===== src/rtl/hello_pkg.sv =====
// Shared constants for the "Hello" stream arbiter: ASCII bytes, matcher and arbiter state encodings.
package hello_pkg;

  localparam logic [7:0] CH_H = 8'h48;
  localparam logic [7:0] CH_e = 8'h65;
  localparam logic [7:0] CH_l = 8'h6C;
  localparam logic [7:0] CH_o = 8'h6F;

  typedef enum logic [4:0] {
    CHECK_H  = 5'b00001,
    CHECK_e  = 5'b00010,
    CHECK_l1 = 5'b00100,
    CHECK_l2 = 5'b01000,
    CHECK_o  = 5'b10000
  } match_state_t;

  typedef enum logic [1:0] {
    ARB_IDLE  = 2'd0,
    ARB_BUSY  = 2'd1,
    ARB_ABORT = 2'd2
  } arb_state_t;

endpackage


===== src/rtl/hello_matcher.sv =====
// Case-sensitive "Hello" detector; advances only on accepted bytes, registered hit pulse.
//  state    | meaning
//  CHECK_H  | waiting for 'H'
//  CHECK_e  | seen "H"
//  CHECK_l1 | seen "He"
//  CHECK_l2 | seen "Hel"
//  CHECK_o  | seen "Hell"
module hello_matcher
  import hello_pkg::*;
(
  input  logic       clk,
  input  logic       rst,
  input  logic       clr,
  input  logic       vld,
  input  logic [7:0] data,
  output logic       hit
);

  match_state_t state, state_nxt, miss_state;
  logic         hit_nxt;

  always_comb begin
    state_nxt  = state;
    hit_nxt    = 1'b0;
    // A stray 'H' is also the start of a new candidate word.
    miss_state = (data == CH_H) ? CHECK_e : CHECK_H;
    if (clr) begin
      state_nxt = CHECK_H;
    end else if (vld) begin
      case (state)
        CHECK_H:  state_nxt = (data == CH_H) ? CHECK_e  : CHECK_H;
        CHECK_e:  state_nxt = (data == CH_e) ? CHECK_l1 : miss_state;
        CHECK_l1: state_nxt = (data == CH_l) ? CHECK_l2 : miss_state;
        CHECK_l2: state_nxt = (data == CH_l) ? CHECK_o  : miss_state;
        CHECK_o: begin
          if (data == CH_o) begin
            state_nxt = CHECK_H;
            hit_nxt   = 1'b1;
          end else begin
            state_nxt = miss_state;
          end
        end
        default:  state_nxt = CHECK_H;
      endcase
    end
  end

  always_ff @(posedge clk or negedge rst) begin
    if (!rst) begin
      state <= CHECK_H;
      hit   <= 1'b0;
    end else begin
      state <= state_nxt;
      hit   <= hit_nxt;
    end
  end

endmodule


===== src/rtl/hello_stream_arbiter.sv =====
// Round-robin, frame-granular arbiter sharing one "Hello" matcher among NCH byte streams.
//  state     | meaning
//  ARB_IDLE  | no owner; scanning requests from rr+1
//  ARB_BUSY  | grant_id owns the matcher until req_last or timeout
//  ARB_ABORT | one-cycle stalled-frame drop
module hello_stream_arbiter
  import hello_pkg::*;
#(
  parameter int NCH     = 4,
  parameter int IDW     = 2,
  parameter int TIMEOUT = 255,
  parameter int TOW     = 8
) (
  input  logic             clk,
  input  logic             rst,
  input  logic [NCH-1:0]   req_valid,
  input  logic [8*NCH-1:0] req_data,
  input  logic [NCH-1:0]   req_last,
  output logic [NCH-1:0]   req_ready,
  output logic [IDW-1:0]   grant_id,
  output logic             busy,
  output logic             hit,
  output logic [IDW-1:0]   hit_id,
  output logic             abort,
  output logic [NCH-1:0]   led
);

  arb_state_t     state, state_nxt;
  logic [IDW-1:0] grant_nxt, rr, rr_nxt, sel, cand;
  logic [TOW-1:0] cnt, cnt_nxt;
  logic [NCH-1:0] led_q, hit_mask;
  logic [7:0]     chan_data [NCH];
  logic           found, hs;

  for (genvar g = 0; g < NCH; g++) begin : g_data
    assign chan_data[g] = req_data[8*g+7 -: 8];
  end

  assign hs    = (state == ARB_BUSY) && req_valid[grant_id];
  assign busy  = (state == ARB_BUSY);
  assign abort = (state == ARB_ABORT);

  always_comb begin
    found = 1'b0;
    sel   = '0;
    cand  = '0;
    for (int i = 0; i < NCH; i++) begin
      cand = IDW'((int'(rr) + 1 + i) % NCH);
      if (!found && req_valid[cand]) begin
        found = 1'b1;
        sel   = cand;
      end
    end
  end

  always_comb begin
    state_nxt = state;
    grant_nxt = grant_id;
    rr_nxt    = rr;
    cnt_nxt   = cnt;
    case (state)
      ARB_IDLE: begin
        cnt_nxt = '0;
        if (found) begin
          grant_nxt = sel;
          state_nxt = ARB_BUSY;
        end
      end
      ARB_BUSY: begin
        if (hs) begin
          cnt_nxt = '0;
          if (req_last[grant_id]) begin
            state_nxt = ARB_IDLE;
            rr_nxt    = grant_id;
          end
        end else begin
          cnt_nxt = cnt + TOW'(1);
          if (cnt_nxt == TOW'(TIMEOUT)) state_nxt = ARB_ABORT;
        end
      end
      ARB_ABORT: begin
        cnt_nxt   = '0;
        rr_nxt    = grant_id;
        state_nxt = ARB_IDLE;
      end
      default: state_nxt = ARB_IDLE;
    endcase
  end

  always_comb begin
    req_ready = '0;
    if (state == ARB_BUSY) req_ready[grant_id] = 1'b1;
  end

  // LED output already reflects the toggle while hit is high; led_q catches up a cycle later.
  always_comb begin
    hit_mask         = '0;
    hit_mask[hit_id] = hit;
  end
  assign led = led_q ^ hit_mask;

  always_ff @(posedge clk or negedge rst) begin
    if (!rst) begin
      state    <= ARB_IDLE;
      grant_id <= '0;
      rr       <= '0;
      cnt      <= '0;
      hit_id   <= '0;
      led_q    <= '0;
    end else begin
      state    <= state_nxt;
      grant_id <= grant_nxt;
      rr       <= rr_nxt;
      cnt      <= cnt_nxt;
      led_q    <= led_q ^ hit_mask;
      if (hs) hit_id <= grant_id;
    end
  end

  hello_matcher u_matcher (
    .clk  (clk),
    .rst  (rst),
    .clr  (state != ARB_BUSY),
    .vld  (hs),
    .data (chan_data[grant_id]),
    .hit  (hit)
  );

endmodule

===== config.mk =====
export PLATFORM = sky130hd
export DESIGN_NAME = hello_stream_arbiter
export DESIGN_NICKNAME = d
export VERILOG_FILES = /design/src/rtl/hello_pkg.sv /design/src/rtl/hello_matcher.sv /design/src/rtl/hello_stream_arbiter.sv
export SDC_FILE = /design/constraint.sdc
export NUM_CORES = 1
export LEC_CHECK = 0
export CORE_MARGIN = 2
export CORE_UTILIZATION = 40
export CTS_CLUSTER_DIAMETER = 100
export DETAILED_ROUTE_END_ITERATION = 16
export PLACE_DENSITY = 0.7
export SYNTH_ARGS = -nofsm -noshare
export SYNTH_HDL_FRONTEND = slang
export SYNTH_SLANG_ARGS = --single-unit

===== constraint.sdc =====
create_clock -name clk -period 2.3 [get_ports clk]
set_input_delay 0.46 -clock clk [delete_from_list [all_inputs] [get_ports clk]]
set_output_delay 0.46 -clock clk [all_outputs]
set_load 0.05 [all_outputs]

==> impl_metrics.tcl, run 1 <==
set metrics [dict create \
    slew_violations 0 \
    die_area_sq_mm 0.00492 \
    placed_cell_area_sq_mm 0.00252 \
    worstSetupEndpointType "flip-flop" \
    grt_max_degree 27 \
    reg2reg_from "cnt[0]" \
    pin_count 57 \
    synth.largest_area_cell "dfrtp_1" \
    start_util_pct 40.8 \
    syn_to_final_growth_pct 47.8 \
    outcome "finished, final reports clean" \
    layout_commonest_cell "clkdlybuf4s50_1" \
    fillers 386 \
    vias 1673 \
    numCtsBuffers 3 \
    max_freq_ghz 0.461 \
    syn_area_per_cell_sq_um 9.41 \
    wirelength_mm 4.33 \
    arrival_ns 2.34 \
    r2r.worst_path.cells 6 \
    ant_nets 0 \
    row_count 24 \
    ys_top_cells_by_area "dfrtp_1, mux4_2, o21ai_0" \
    p_per_area_mw_per_mm2 957 \
    skew_ns 0.00508 \
    async_reset_ff_share_pct 100 \
    grt_pass1_vias 1610 \
    fin_nets 308 \
    peakVddDrop_uv 628 \
    die_h_microns 70.2 \
    clk_latency_ns 0.28 \
    antenna_found_initial 0 \
    start_kind "flip-flop" \
    synth_cell_types 45 \
    min_path_type "flip-flop to flip-flop" \
    n_antenna_cell 0 \
    cts_buffer_depth 2 \
    clkPwrFrac_pct 15.8 \
    synth.yosys.seq_area_share_pct 37.2 \
    leakagePower_uw 0.00112 \
    cts.htree.levels 1 \
    final_cell_mix "clkdlybuf4s50_1, buf_4, dfrtp_1, nand2_1, o21ai_0" \
    grt_usage_pct 19.1 \
    synth_top_area_share_pct 35.7 \
    coreArea_sq_mm 0.00429 \
    die_width_microns 70.2 \
    setup_viol 0 \
    drc 0 \
    wire_per_inst_microns 13.9 \
    yosysWarnings 0 \
    clk_pin_slew_ns 0.10 \
    syn_inst 186 \
    post-route-period-util_pct 94.3 \
    grt_first_pass_wirelength_mm 7.54 \
    cts_resized 0 \
    crit_slowest_cell "a2111o_1" \
    synth.net_count 234 \
    relSlewSlack_pct 67.2 \
    worstPathCellList "ha_1 > nand3_1 > or3_1 > a2111o_1 > a21oi_1 > mux2_2" \
    cts_tree "yes" \
    overflow 0 \
    drv_cap 0 \
    syn_area_sq_mm 0.00175 \
    r2r-end "state[0]" \
    grt_setup_unrepaired "false" \
    power_frac_comb_pct 57.2 \
    hold-path-cell-count 1 \
    power_switching_uw 1020 \
    report.final.hold_viol_count 0 \
    worst_slew_pin_slew_ns 0.490 \
    first_pass_iters 4 \
    io_buffers 56 \
    min_to "led_q[1]" \
    synth_edf_count 0 \
    fin_crit_ns 2.17 \
    r2r_setup_slack_ns 0.13 \
    max_stage_delay_ns 0.45 \
    cp.required_ns 2.47 \
    hold_start "led_q[1]" \
    cts-hold-fix-buffers 0 \
    cp_max_fo 6 \
    p_sw_share_pct 41.3 \
    fin_area_sq_mm 0.00259 \
    post-route-util_pct 60.3 \
    synth_flop_cell "dfrtp_1" \
    worst-setup-path-type "flip-flop to flip-flop" \
    ys_ff_latch 26 \
    p_int_uw 1450 \
    dp.final_hpwl_mm 3.49 \
    p_seq_share_pct 27.0 \
    gp_congestion 0.883 \
    cts_setup_buffers 0 \
    cts.sinks 26 \
    viasPerCell 5.38 \
    cts_root_buf "clkbuf_8" \
    drtIter0Drc 96 \
    drive_above_1_share_pct 17.8 \
]
[sequential cells by signal, summed over array words and instances (netlist names)]
name	flops
grant_id	2
u_matcher.hit	1
led_q	4
u_matcher.state	5
hit_id	2
cnt	8
state	2
rr	2
[synth_stat cells (all sizes together), types with 2 or more instances]
library cell / count
a2111o: 2
nor3: 3
and3: 2
nor2: 14
nor4bb: 2
and2: 2
mux2: 3
and2b: 2
a21oi: 3
nand3: 6
dfrtp: 25
mux4: 7
a31oi: 4
nand4: 5
ha: 6
xnor2: 3
nand2b: 6
nor3b: 3
or3: 2
nor4b: 2
buf: 5
mux2i: 3
inv: 11
o21ai: 22
xor2: 5
nand2: 23
[layout make-up]
| class | instances | area [sq um] | area share (%) |
|---|---|---|---|
| Clock buffer | 3 | 41.3 | 1.60 |
| Clock inverter | 1 | 30.0 | 1.16 |
| Inverter | 11 | 41.3 | 1.60 |
| Multi-Input combinational cell | 143 | 1020 | 39.4 |
| Sequential cell | 26 | 653 | 25.2 |
| Tap cell | 52 | 65.1 | 2.51 |
| Timing Repair Buffer | 75 | 738 | 28.5 |
[worst max-delay path: cells and delay by family, from the launching register on]
family	cells	cell delay, ns
multiplexers	1	0.34
flip-flops	1	0.43
adder cells (fa/ha/maj)	1	0.19
AND/OR/NAND/NOR	2	0.47
AO/OA/AOI/OAI	2	0.63
[per-layer routing]
metal  part of all wire, %  GRT usage (%)  vias up
li1                      -              -      823
met1                    46           26.2      810
met2                    49           31.5       36
met3                   3.6           3.46        4
met4                   1.2           4.06        0
met5                     0              0        -
[stage by stage]
stage          instances  setup TNS, ns  power, uW  hold slack [ns]  worst slack, ns
6_report             311              0       2480            0.467            0.131
5_1_grt              311              0       2640            0.489           0.0221
4_1_cts              311              0       2490            0.471            0.130
3_5_place_dp         307         -0.591       2100            0.454           -0.135
3_3_place_gp         307         -0.417       2080            0.450           -0.112
2_1_floorplan        186         -0.306       1560            0.164           -0.129
[kinds of logic (layout without fill, tap and decap cells)]
group / Yosys count / after routing / share of synthesized area, %
flip-flops: 26 / 26 / 37.2
AND/OR/NAND/NOR: 74 / 74 / 21.7
XOR/XNOR: 8 / 8 / 4.00
buffers and inverters: 17 / 90 / 4.57
multiplexers: 13 / 13 / 13.1
adder cells (fa/ha/maj): 6 / 6 / 4.29
AO/OA/AOI/OAI: 42 / 42 / 15.2
[worst max path at each step]
stage / start / to / slack [ns] / cells after the start
final: cnt[0] / state[0] / 0.13 / 6
after global routing: cnt[1] / state[0] / 0.02 / 6
after CTS: cnt[0] / state[0] / 0.13 / 6
after detailed placement: req_valid[2] / cnt[5] / -0.13 / 7
after global placement: req_valid[3] / cnt[3] / -0.11 / 5
after floorplan: grant_id[1] / req_ready[2] / -0.13 / 4
[power groups by stage]
stage	clock network (uW)	registers [uW]	logic [uW]
2_1_floorplan	0	735	821
3_3_place_gp	0	677	1410
3_5_place_dp	0	681	1420
4_1_cts	394	672	1430
5_1_grt	416	690	1540
6_report	391	669	1420
(Power assumes the default switching activity.)
==> run 2, diff against run 1 <==
--- a/config.mk
+++ b/config.mk
@@ -6,10 +6,10 @@
 export NUM_CORES = 1
 export LEC_CHECK = 0
 export CORE_MARGIN = 2
-export CORE_UTILIZATION = 40
+export CORE_UTILIZATION = 46
 export CTS_CLUSTER_DIAMETER = 100
 export DETAILED_ROUTE_END_ITERATION = 16
-export PLACE_DENSITY = 0.7
+export PLACE_DENSITY = 0.79
 export SYNTH_ARGS = -nofsm -noshare
 export SYNTH_HDL_FRONTEND = slang
 export SYNTH_SLANG_ARGS = --single-unit
==> constraint.sdc (replaced) <==
create_clock -name clk -period 2.3 [get_ports clk]
set_input_delay 0.46 -clock clk [delete_from_list [all_inputs] [get_ports clk]]
set_output_delay 0.46 -clock clk [all_outputs]
set_load 0.02 [all_outputs]
==> impl_metrics.tcl, run 2 (same netlist as run 1, synthesis figures left out) <==
set metrics [dict create \
    clkPwrFrac_pct 16.7 \
    r2r_setup_slack_ns 0.11 \
    die_area_sq_mm 0.00431 \
    gp_congestion 0.796 \
    final_cell_mix "clkdlybuf4s50_1, nand2_1, dfrtp_1, o21ai_0, buf_4" \
    r2r.worst_path.cells 6 \
    drtIter0Drc 92 \
    fin_area_sq_mm 0.00257 \
    io_buffers 56 \
    fin_cells 308 \
    cts.sinks 26 \
    syn_to_final_growth_pct 46.7 \
    numCtsBuffers 3 \
    layout_commonest_cell "clkdlybuf4s50_1" \
    viasPerCell 5.58 \
    grt_setup_unrepaired "false" \
    worst-setup-path-type "flip-flop to flip-flop" \
    ant_nets 0 \
    crit_slowest_cell "a2111o_1" \
    placed_cells 304 \
    drive_above_1_share_pct 14.2 \
    overflow 0 \
    report.final.hold_viol_count 0 \
    hold-path-cell-count 1 \
    worst_slew_pin_slew_ns 0.373 \
    n_antenna_cell 0 \
    r2r-end "state[0]" \
    largest_reg_flops 8 \
    cts_buffer_depth 2 \
    wire_per_inst_microns 14.2 \
    clk_latency_ns 0.27 \
    cts_tree "yes" \
    min_path_type "flip-flop to flip-flop" \
    grt_pass1_vias 1648 \
    row_count 22 \
    cts_root_buf "clkbuf_8" \
    max_freq_ghz 0.457 \
    outcome "finished, final reports clean" \
    p_sw_share_pct 37.7 \
    start_util_pct 47.8 \
    pin_count 57 \
    cts-hold-fix-buffers 0 \
    hold_start "led_q[2]" \
    drc 0 \
    cts.htree.levels 1 \
    reg2reg_from "cnt[0]" \
    power.total_uw 2260 \
    peakVddDrop_uv 808 \
    min_to "led_q[2]" \
    cp.buffers_inverters 0 \
    power_frac_comb_pct 53.2 \
    fin_crit_ns 2.19 \
    top_register "cnt" \
    fin_nets 309 \
    reg_top3 "cnt (8), u_matcher.state (5), led_q (4)" \
    die_width_microns 65.7 \
    drv_cap 0 \
    cp_max_fo 6 \
    crit_family "compound AO/OA/AOI/OAI gates" \
    post-route-util_pct 70.2 \
    p_per_area_mw_per_mm2 878 \
    grt_usage_pct 22.5 \
    skew_ns 0.00123 \
    start_kind "flip-flop" \
    p_seq_share_pct 30.2 \
    grt_first_pass_wirelength_mm 7.51 \
    placed_cell_area_sq_mm 0.00248 \
    relSlewSlack_pct 75.1 \
    worstSetupEndpointType "flip-flop" \
    wirelength_mm 4.38 \
    die_h_microns 65.7 \
    leakagePower_uw 0.00120 \
    post-route-period-util_pct 95.1 \
    dp.final_hpwl_mm 3.46 \
    clk_pin_slew_ns 0.09 \
    coreArea_sq_mm 0.00366 \
    max_stage_delay_ns 0.46 \
    grt_max_degree 27 \
    arrival_ns 2.35 \
    slew_violations 0 \
    vias 1718 \
    setup_viol 0 \
    worstPathCellList "ha_1 > nand3_1 > or3_1 > a2111o_1 > a21oi_1 > mux2_2" \
    antenna_found_initial 0 \
    fillers 275 \
    first_pass_iters 5 \
    cp.required_ns 2.46 \
    power_switching_uw 851 \
    p_int_uw 1410 \
]
run 2: cell type report:
cell class	instances	area (sq um)	share of cell area, %
Tap cell	48	60.1	2.34
Inverter	11	41.3	1.61
Multi-Input combinational cell	143	1020	39.6
Clock inverter	1	30.0	1.17
Timing Repair Buffer	76	723	28.2
Sequential cell	26	654	25.5
Clock buffer	3	41.3	1.61
run 2: worst register-to-register path, delay by kind of cell (launching register included):
kind                     cells  cell delay (ns)
AND/OR/NAND/NOR              2             0.47
AO/OA/AOI/OAI                2             0.63
adder cells (fa/ha/maj)      1             0.20
multiplexers                 1             0.35
flip-flops                   1             0.43
run 2: worst max path at each step:
stage	from	endpoint	slack (ns)	cells after the start
3_3_place_gp	req_valid[1]	cnt[3]	-0.11	5
4_1_cts	grant_id[1]	req_ready[3]	0.006	3
2_1_floorplan	grant_id[0]	cnt[3]	0.12	6
3_5_place_dp	req_valid[1]	state[0]	-0.16	7
5_1_grt	cnt[1]	state[0]	0.03	6
6_report	cnt[0]	state[0]	0.11	6
run 2: power by group through the flow:
| stage | clock network, uW | registers (uW) | logic [uW] |
|---|---|---|---|
| floorplan | 0 | 659 | 738 |
| global route | 404 | 706 | 1300 |
| CTS | 388 | 675 | 1210 |
| detailed placement | 0 | 684 | 1210 |
| finish | 376 | 681 | 1200 |
| global placement | 0 | 681 | 1180 |
run 2: routing by layer:
metal  part of all wire, %  vias up  GRT usage, %
met5                     0        -             0
met4                   1.3        0          5.21
met3                   3.3        8          3.60
met2                    51       50          38.8
met1                    45      832          29.4
li1                      -      828             -
run 2: timing repair:
| action | 4_1_cts | 5_1_grt |
|---|---|---|
| gates resized for setup | 2 | 8 |
| endpoints found under the hold margin | 0 | 0 |
| setup buffers | 0 | 0 |
| endpoints found under the setup margin | 2 | 9 |
run 2: stage by stage:
step                worst slack (ns)  TNS, ns  hold slack, ns
floorplan                      0.116        0           0.164
finish                         0.113        0           0.456
global route                  0.0270        0           0.472
detailed placement            -0.164   -0.886           0.453
CTS                          0.00626        0           0.468
global placement              -0.114   -0.619           0.448
